File: src/rtl/multicycle_controller_pkg.sv
// Shared types for the multicycle RV32I control FSM:
// state enum, opcodes, mux encodings and Moore output table.
package multicycle_controller_pkg;

  typedef enum logic [3:0] {
    FETCH,
    DECODE,
    MEMADR,
    MEMREAD,
    MEMWB,
    MEMWRITE,
    EXECR,
    EXECI,
    ALUWB,
    BEQ,
    HALT
  } state_t;

  localparam logic [6:0] OP_LW  = 7'b0000011;
  localparam logic [6:0] OP_SW  = 7'b0100011;
  localparam logic [6:0] OP_R   = 7'b0110011;
  localparam logic [6:0] OP_I   = 7'b0010011;
  localparam logic [6:0] OP_BEQ = 7'b1100011;

  localparam logic ADR_PC  = 1'b0;
  localparam logic ADR_RES = 1'b1;

  localparam logic [1:0] SRCA_PC    = 2'b00;
  localparam logic [1:0] SRCA_OLDPC = 2'b01;
  localparam logic [1:0] SRCA_RD1   = 2'b10;

  localparam logic [1:0] SRCB_RD2  = 2'b00;
  localparam logic [1:0] SRCB_IMM  = 2'b01;
  localparam logic [1:0] SRCB_FOUR = 2'b10;

  localparam logic [1:0] RES_ALUOUT = 2'b00;
  localparam logic [1:0] RES_RDATA  = 2'b01;
  localparam logic [1:0] RES_ALURES = 2'b10;

  localparam logic [1:0] IMM_I = 2'b00;
  localparam logic [1:0] IMM_S = 2'b01;
  localparam logic [1:0] IMM_B = 2'b10;

  localparam logic [1:0] ALU_ADD   = 2'b00;
  localparam logic [1:0] ALU_SUB   = 2'b01;
  localparam logic [1:0] ALU_FUNCT = 2'b10;

  typedef struct packed {
    logic       memReq;
    logic       memWrite;
    logic       regWrite;
    logic       adrSrc;
    logic [1:0] aluSrcA;
    logic [1:0] aluSrcB;
    logic [1:0] resultSrc;
    logic [1:0] aluOp;
  } ctrl_t;

  // Pure Moore outputs of a state; selects idle at 0.
  function automatic ctrl_t ctrlOf(state_t s);
    ctrl_t c;
    c = '0;
    case (s)
      FETCH: begin
        c.memReq    = 1'b1;
        c.adrSrc    = ADR_PC;
        c.aluSrcA   = SRCA_PC;
        c.aluSrcB   = SRCB_FOUR;
        c.aluOp     = ALU_ADD;
        c.resultSrc = RES_ALURES;
      end
      DECODE: begin
        c.aluSrcA = SRCA_OLDPC;
        c.aluSrcB = SRCB_IMM;
        c.aluOp   = ALU_ADD;
      end
      MEMADR: begin
        c.aluSrcA = SRCA_RD1;
        c.aluSrcB = SRCB_IMM;
        c.aluOp   = ALU_ADD;
      end
      MEMREAD: begin
        c.memReq    = 1'b1;
        c.adrSrc    = ADR_RES;
        c.resultSrc = RES_ALUOUT;
      end
      MEMWB: begin
        c.regWrite  = 1'b1;
        c.resultSrc = RES_RDATA;
      end
      MEMWRITE: begin
        c.memReq    = 1'b1;
        c.memWrite  = 1'b1;
        c.adrSrc    = ADR_RES;
        c.resultSrc = RES_ALUOUT;
      end
      EXECR: begin
        c.aluSrcA = SRCA_RD1;
        c.aluSrcB = SRCB_RD2;
        c.aluOp   = ALU_FUNCT;
      end
      EXECI: begin
        c.aluSrcA = SRCA_RD1;
        c.aluSrcB = SRCB_IMM;
        c.aluOp   = ALU_FUNCT;
      end
      ALUWB: begin
        c.regWrite  = 1'b1;
        c.resultSrc = RES_ALUOUT;
      end
      BEQ: begin
        c.aluSrcA   = SRCA_RD1;
        c.aluSrcB   = SRCB_RD2;
        c.aluOp     = ALU_SUB;
        c.resultSrc = RES_ALUOUT;
      end
      default: ;
    endcase
    return c;
  endfunction

endpackage

File: src/rtl/multicycle_controller_if.sv
// Unified memory port handshake.
// master: mem_req, MemWrite out; mem_ready in.
interface multicycle_controller_if;
  logic mem_req;
  logic MemWrite;
  logic mem_ready;

  modport master (
    output mem_req,
    output MemWrite,
    input  mem_ready
  );

  modport slave (
    input  mem_req,
    input  MemWrite,
    output mem_ready
  );
endinterface

File: src/rtl/multicycle_controller_instr_class_decode.sv
// Opcode classifier: op -> instruction class flags
// plus immediate format (ImmSrc).
module instr_class_decode
  import multicycle_controller_pkg::*;
(
  input  logic [6:0] op,
  output logic       isLw,
  output logic       isSw,
  output logic       isR,
  output logic       isI,
  output logic       isBeq,
  output logic       illegal,
  output logic [1:0] immSrc
);

  always_comb begin
    isLw    = 1'b0;
    isSw    = 1'b0;
    isR     = 1'b0;
    isI     = 1'b0;
    isBeq   = 1'b0;
    illegal = 1'b0;
    unique case (1'b1)
      (op == OP_LW):  isLw  = 1'b1;
      (op == OP_SW):  isSw  = 1'b1;
      (op == OP_R):   isR   = 1'b1;
      (op == OP_I):   isI   = 1'b1;
      (op == OP_BEQ): isBeq = 1'b1;
      default:        illegal = 1'b1;
    endcase
  end

  always_comb begin
    immSrc = IMM_I;
    if (isSw)
      immSrc = IMM_S;
    else if (isBeq)
      immSrc = IMM_B;
  end

endmodule

File: src/rtl/multicycle_controller.sv
// Multicycle RV32I control FSM: clk, rst (async low), Op, Zero,
// mem port (if), datapath enables/selects, illegal_op, dbg_state.
module multicycle_controller
  import multicycle_controller_pkg::*;
#(
  parameter int ILLEGAL_HALT = 0,
  parameter int STATE_W      = 4
) (
  input  logic               clk,
  input  logic               rst,
  input  logic [6:0]         Op,
  input  logic               Zero,
  multicycle_controller_if.master mem,
  output logic               IRWrite,
  output logic               PCWrite,
  output logic               AdrSrc,
  output logic [1:0]         ALUSrcA,
  output logic [1:0]         ALUSrcB,
  output logic [1:0]         ResultSrc,
  output logic               RegWrite,
  output logic [1:0]         ImmSrc,
  output logic [1:0]         ALUOp,
  output logic               illegal_op,
  output logic [STATE_W-1:0] dbg_state
);

  localparam state_t ILL_NXT =
    (ILLEGAL_HALT != 0) ? HALT : FETCH;

  state_t state;
  state_t nxt;
  ctrl_t  ctrl;

  logic isLw;
  logic isSw;
  logic isR;
  logic isI;
  logic isBeq;
  logic illegal;
  logic fetchHit;

  instr_class_decode u_dec (
    .op      (Op),
    .isLw    (isLw),
    .isSw    (isSw),
    .isR     (isR),
    .isI     (isI),
    .isBeq   (isBeq),
    .illegal (illegal),
    .immSrc  (ImmSrc)
  );

  always_comb begin
    nxt = state;
    unique case (state)
      FETCH:
        if (mem.mem_ready) nxt = DECODE;
      DECODE: begin
        unique case (1'b1)
          isLw, isSw: nxt = MEMADR;
          isR:        nxt = EXECR;
          isI:        nxt = EXECI;
          isBeq:      nxt = BEQ;
          default:    nxt = ILL_NXT;
        endcase
      end
      MEMADR:
        nxt = isSw ? MEMWRITE : MEMREAD;
      MEMREAD:
        if (mem.mem_ready) nxt = MEMWB;
      MEMWB:
        nxt = FETCH;
      MEMWRITE:
        if (mem.mem_ready) nxt = FETCH;
      EXECR, EXECI:
        nxt = ALUWB;
      ALUWB, BEQ:
        nxt = FETCH;
      HALT:
        nxt = HALT;
      default:
        nxt = FETCH;
    endcase
  end

  // Outputs registered alongside the state they belong to.
  always_ff @(posedge clk or negedge rst) begin
    if (!rst) begin
      state <= FETCH;
      ctrl  <= ctrlOf(FETCH);
    end else begin
      state <= nxt;
      ctrl  <= ctrlOf(nxt);
    end
  end

  // FETCH values sit in ctrl during reset; gate the
  // request so nothing reaches memory until release.
  assign mem.mem_req  = ctrl.memReq & rst;
  assign mem.MemWrite = ctrl.memWrite;
  assign RegWrite     = ctrl.regWrite;
  assign AdrSrc       = ctrl.adrSrc;
  assign ALUSrcA      = ctrl.aluSrcA;
  assign ALUSrcB      = ctrl.aluSrcB;
  assign ResultSrc    = ctrl.resultSrc;
  assign ALUOp        = ctrl.aluOp;

  assign fetchHit =
    rst & (state == FETCH) & mem.mem_ready;
  assign IRWrite = fetchHit;
  assign PCWrite = fetchHit | ((state == BEQ) & Zero);

  assign illegal_op = (state == DECODE) & illegal;
  assign dbg_state  = STATE_W'(state);

endmodule

File: src/flat_wrapper.sv
// flat-port wrapper written by rule: the top's interface ports become plain ports
module multicycle_controller_flat import multicycle_controller_pkg::*;
#(
  parameter int ILLEGAL_HALT = 0,
  parameter int STATE_W      = 4
)
  (clk, rst, Op, Zero, IRWrite, PCWrite, AdrSrc, ALUSrcA, ALUSrcB, ResultSrc, RegWrite, ImmSrc, ALUOp, illegal_op, dbg_state, mem_mem_req, mem_MemWrite, mem_mem_ready);
  multicycle_controller_if mem_i ();
  input  logic clk;
  input  logic rst;
  input  logic [6:0] Op;
  input  logic Zero;
  output logic IRWrite;
  output logic PCWrite;
  output logic AdrSrc;
  output logic [1:0] ALUSrcA;
  output logic [1:0] ALUSrcB;
  output logic [1:0] ResultSrc;
  output logic RegWrite;
  output logic [1:0] ImmSrc;
  output logic [1:0] ALUOp;
  output logic illegal_op;
  output logic [STATE_W-1:0] dbg_state;
  output wire logic [$bits(mem_i.mem_req)-1:0] mem_mem_req;
  output wire logic [$bits(mem_i.MemWrite)-1:0] mem_MemWrite;
  input wire logic [$bits(mem_i.mem_ready)-1:0] mem_mem_ready;
  assign mem_mem_req = mem_i.mem_req;
  assign mem_MemWrite = mem_i.MemWrite;
  assign mem_i.mem_ready = mem_mem_ready;
  multicycle_controller #(.ILLEGAL_HALT(ILLEGAL_HALT), .STATE_W(STATE_W)) u_core (.clk(clk), .rst(rst), .Op(Op), .Zero(Zero), .mem(mem_i), .IRWrite(IRWrite), .PCWrite(PCWrite), .AdrSrc(AdrSrc), .ALUSrcA(ALUSrcA), .ALUSrcB(ALUSrcB), .ResultSrc(ResultSrc), .RegWrite(RegWrite), .ImmSrc(ImmSrc), .ALUOp(ALUOp), .illegal_op(illegal_op), .dbg_state(dbg_state));
endmodule
File: config.mk
export PLATFORM = sky130hd
export DESIGN_NAME = multicycle_controller_flat
export DESIGN_NICKNAME = d
export VERILOG_FILES = /design/src/rtl/multicycle_controller_pkg.sv /design/src/rtl/multicycle_controller_if.sv /design/src/rtl/multicycle_controller_instr_class_decode.sv /design/src/rtl/multicycle_controller.sv /design/src/flat_wrapper.sv
export SDC_FILE = /design/constraint.sdc
export NUM_CORES = 1
export LEC_CHECK = 0
export ABC_AREA = 1
export BUFFER_PORTS_ARGS = -buffer_cell sky130_fd_sc_hd__clkbuf_2
export CORE_MARGIN = 8
export CORE_UTILIZATION = 48
export CTS_CLUSTER_DIAMETER = 200
export DETAILED_ROUTE_END_ITERATION = 7
export PLACE_DENSITY_LB_ADDON = 0.15
export SYNTH_ARGS = -nofsm -noshare
export SYNTH_HDL_FRONTEND = slang
export SYNTH_SLANG_ARGS = --single-unit
File: constraint.sdc
create_clock -name clk -period 1.69 [get_ports clk]
set_input_delay 0.2535 -clock clk [delete_from_list [all_inputs] [get_ports clk]]
set_output_delay 0.2535 -clock clk [all_outputs]
set_load 0.03 [all_outputs]
==> run_results.csv <==
group,metric,value,unit
status,status,"complete, no violations",
setup_path,timing.rr.start,"u_core.dbg_state[1]",
cells_and_area,final_core_util,60.8,%
routing,firstDrtPassIters,4,
setup_path,path_depth,5,
timing,rsz0062_at_grt,"no",
timing,max_slew_margin,85.0,%
place,place_hpwl,1670,um
place,place_congestion,0.819,
setup_path,crit_arrival,1370,ps
timing,min_period,1620,ps
routing,first_iter_violations,29,
synth,synth_area_leaders,"dfrtp_1 (35%), dfstp_2 (8.5%), buf_4 (7.3%)",
cts,cts.sinks,16,
die,initial_core_util,49.1,%
cells_and_area,fill_cells,188,
place,numPortBuffers,31,
synth,syn_area_per_cell,8.10,sq um
die,num_rows,16,
synth,synth_area_leader_cell,"dfrtp_1",
setup_path,critPathMaxFanout,5,
synth,ys.flop_type,"dfrtp_1",
timing,worstMarginPinSlew,226,ps
routing,postRouteWirelength,2010,um
setup_path,crit_path_start_kind,"flip-flop",
routing,vias_per_cell,4.63,
timing,hold_viol,0,
cells_and_area,drive_gt1_share,52.8,%
cts,cts_tree,"built",
place,place_area,0.00107,sq mm
synth,syn_nets,125,
synth,synthesis.area,923,sq um
cts,clock_latency,270,ps
timing,period_share,96.1,%
synth,synth_edf_count,0,
die,fp.dieW,59.9,um
synth,synth-seq-cells,16,
cells_and_area,syn_to_final_growth,23.8,%
synth,synth_cells,114,
global_routing,grt_usage,12.9,%
die,fp.dieH,59.9,um
timing,slew_violations,0,
power_and_ir_drop,total_leakage_power,0.696,nW
setup_path,path_delay_family,"flip-flops",
cts,clock-root-buffer,"clkbuf_4",
timing,finalSetupViolations,0,
cts,numCtsBuffers,3,
cells_and_area,diodes,0,
setup_path,reg2reg_slack,270,ps
flow_run,maxCapViolCount,0,
min_path,hp-class,"input port to flip-flop",
timing,fin_tns_setup,0,ps
setup_path,crit_path_start,"u_core.dbg_state[1]",
setup_path,crit_path_end_kind,"output port",
cells_and_area,layoutNonFillerInstCount,171,
routing,wl_per_cell,11.7,um
global_routing,grt_max_degree,17,
power_and_ir_drop,pwr_density_cell,819,mW/mm^2
power_and_ir_drop,peakVddDrop,315,uV
routing,ant_nets,0,
setup_path,critPathSlowestCell,"dfrtp_2",
synth,async_reset_ff_share,100,%
cts,h-tree-depth,1,
cts,clockBufferDepth,2,
routing,drc,0,
synth,yosys-top-cells-count,"inv_1 (18), nand2_1 (18), dfrtp_1 (13), nor2_1 (13), buf_4 (9)",
die,dieArea,0.00358,sq mm
setup_path,path_cells,"nor2_2 -> nand3_2 -> nor2_4 -> a31o_2 -> clkbuf_4",
setup_path,cp-endpoint,"PCWrite",
global_routing,grt_pass1_wl,3610,um
routing,vias,791,
setup_path,required,1440,ps
setup_path,critPathMaxStageDelay,460,ps
timing,fmax,616,MHz
cells_and_area,stdcell_area,0.00114,sq mm
synth,yosysWarnings,0,
global_routing,antenna_found_initial,0,
global_routing,grt_pass1_vias,814,
setup_path,r2r_end,"u_core.ALUSrcB[0]",
cells_and_area,layout.nets,156,
power_and_ir_drop,power,937,uW
synth,yosys.cell_types.count,20,
timing,fin_skew,3.25,ps
setup_path,reg2regPathDepth,9,
cts,clk_pin_slew,90,ps
die,core_area,0.00188,sq mm
synth,synth_top_area_share,35.2,%
setup_path,path_class,"flip-flop to output port",
global_routing,grt_overflow,0,
setup_path,worst-path-buf-inv,1,
die,ios,32,
synth,ys_seq_area_share,43.8,%
place,dp_cells,164,
[cells in the final DEF (no fill, tap or decap), drive strengths merged]
cell type and n:
clkbuf 34, nand2 26, inv 22, nor2 21
dfrtp 13, nand3 12, buf 4, dfstp 3
o21ai 2, a21oi 1, o21a 1, a31o 1
nor4 1, and3 1, nor3 1, dlygate4sd3 1
[final cells by class]
class / count / area, sq um / share of cell area [%]
repair buffers: 35 / 193 / 16.8
clock buffers: 4 / 36.3 / 3.17
multi-input cells: 67 / 390 / 34.1
inverters: 22 / 82.6 / 7.22
well taps: 27 / 33.8 / 2.95
flip-flops and latches: 16 / 408 / 35.7
[per-layer routing]
metal	wire [um]	vias to the layer above	track usage, %
met4	0	0	4.08
met1	807	363	15.8
li1	-	397	-
met2	1050	31	22.6
met5	0	-	0
met3	151	0	1.72
[metrics by stage]
| step | hold slack [ps] | setup WS, ps |
|---|---|---|
| after global routing | 304 | 5.79 |
| final | 300 | 66.5 |
| after detailed placement | 276 | 202 |
| after global placement | 260 | 261 |
| after floorplan | -42.1 | 33.6 |
| after CTS | 291 | 2.66 |
[logic make-up (layout without fill, tap and decap cells)]
| group | count (synthesis) | after routing | synth area share (%) |
|---|---|---|---|
| AO/OA/AOI/OAI | 5 | 5 | 3.79 |
| buffers and inverters | 31 | 61 | 16.3 |
| flip-flops | 16 | 16 | 43.8 |
| AND/OR/NAND/NOR | 62 | 62 | 36.2 |
[repair_timing]
| item | CTS | global route |
|---|---|---|
| endpoints found under the setup margin | 2 | 3 |
| pin swaps | 1 | 1 |
| endpoints found under the hold margin | 13 | 0 |
| hold buffers | 1 | 0 |
| cloned | 0 | 0 |
| resized for setup | 4 | 5 |
| buffers inserted | 1 | 1 |
[where the power goes]
group	internal, mW	total [mW]	switching [mW]
registers	0.421	0.438	0.0170
logic	0.0807	0.257	0.176
clock network	0.131	0.242	0.111
total	0.633	0.937	0.304
[registers in the layout, summed over array words and instances (netlist names)]
name and cells:
u_core.ALUSrcB 2, u_core.ctrl 1, u_core.ALUSrcA 2, u_core.ResultSrc 2, u_core.AdrSrc 1, u_core.dbg_state 4
u_core.mem.MemWrite 1, u_core.ALUOp 2, u_core.RegWrite 1
[worst reg2reg max path: stages (launching register included)]
cell	delay, ps
dfrtp_2	460
nor2_2	160
nand3_2	120
buf_4	160
nand2_1	60
nor2_2	50
nand2_2	100
nor2_1	60
nand2_1	60
nand3_1	80
[how the worst min path moves through the flow]
stage | end | depth (start not counted) | start | slack, ps
finish | u_core.ALUOp[1] | 3 | Op[4] | 300
CTS | u_core.ResultSrc[0] | 3 | mem_mem_ready | 290
detailed placement | u_core.dbg_state[3] | 2 | rst | 280
global placement | u_core.ResultSrc[0] | 2 | rst | 260
global route | u_core.ALUOp[1] | 3 | Op[4] | 300
floorplan | u_core.ALUOp[0] | 0 | rst | -40
Note: power is estimated with default switching activity, not from simulation.
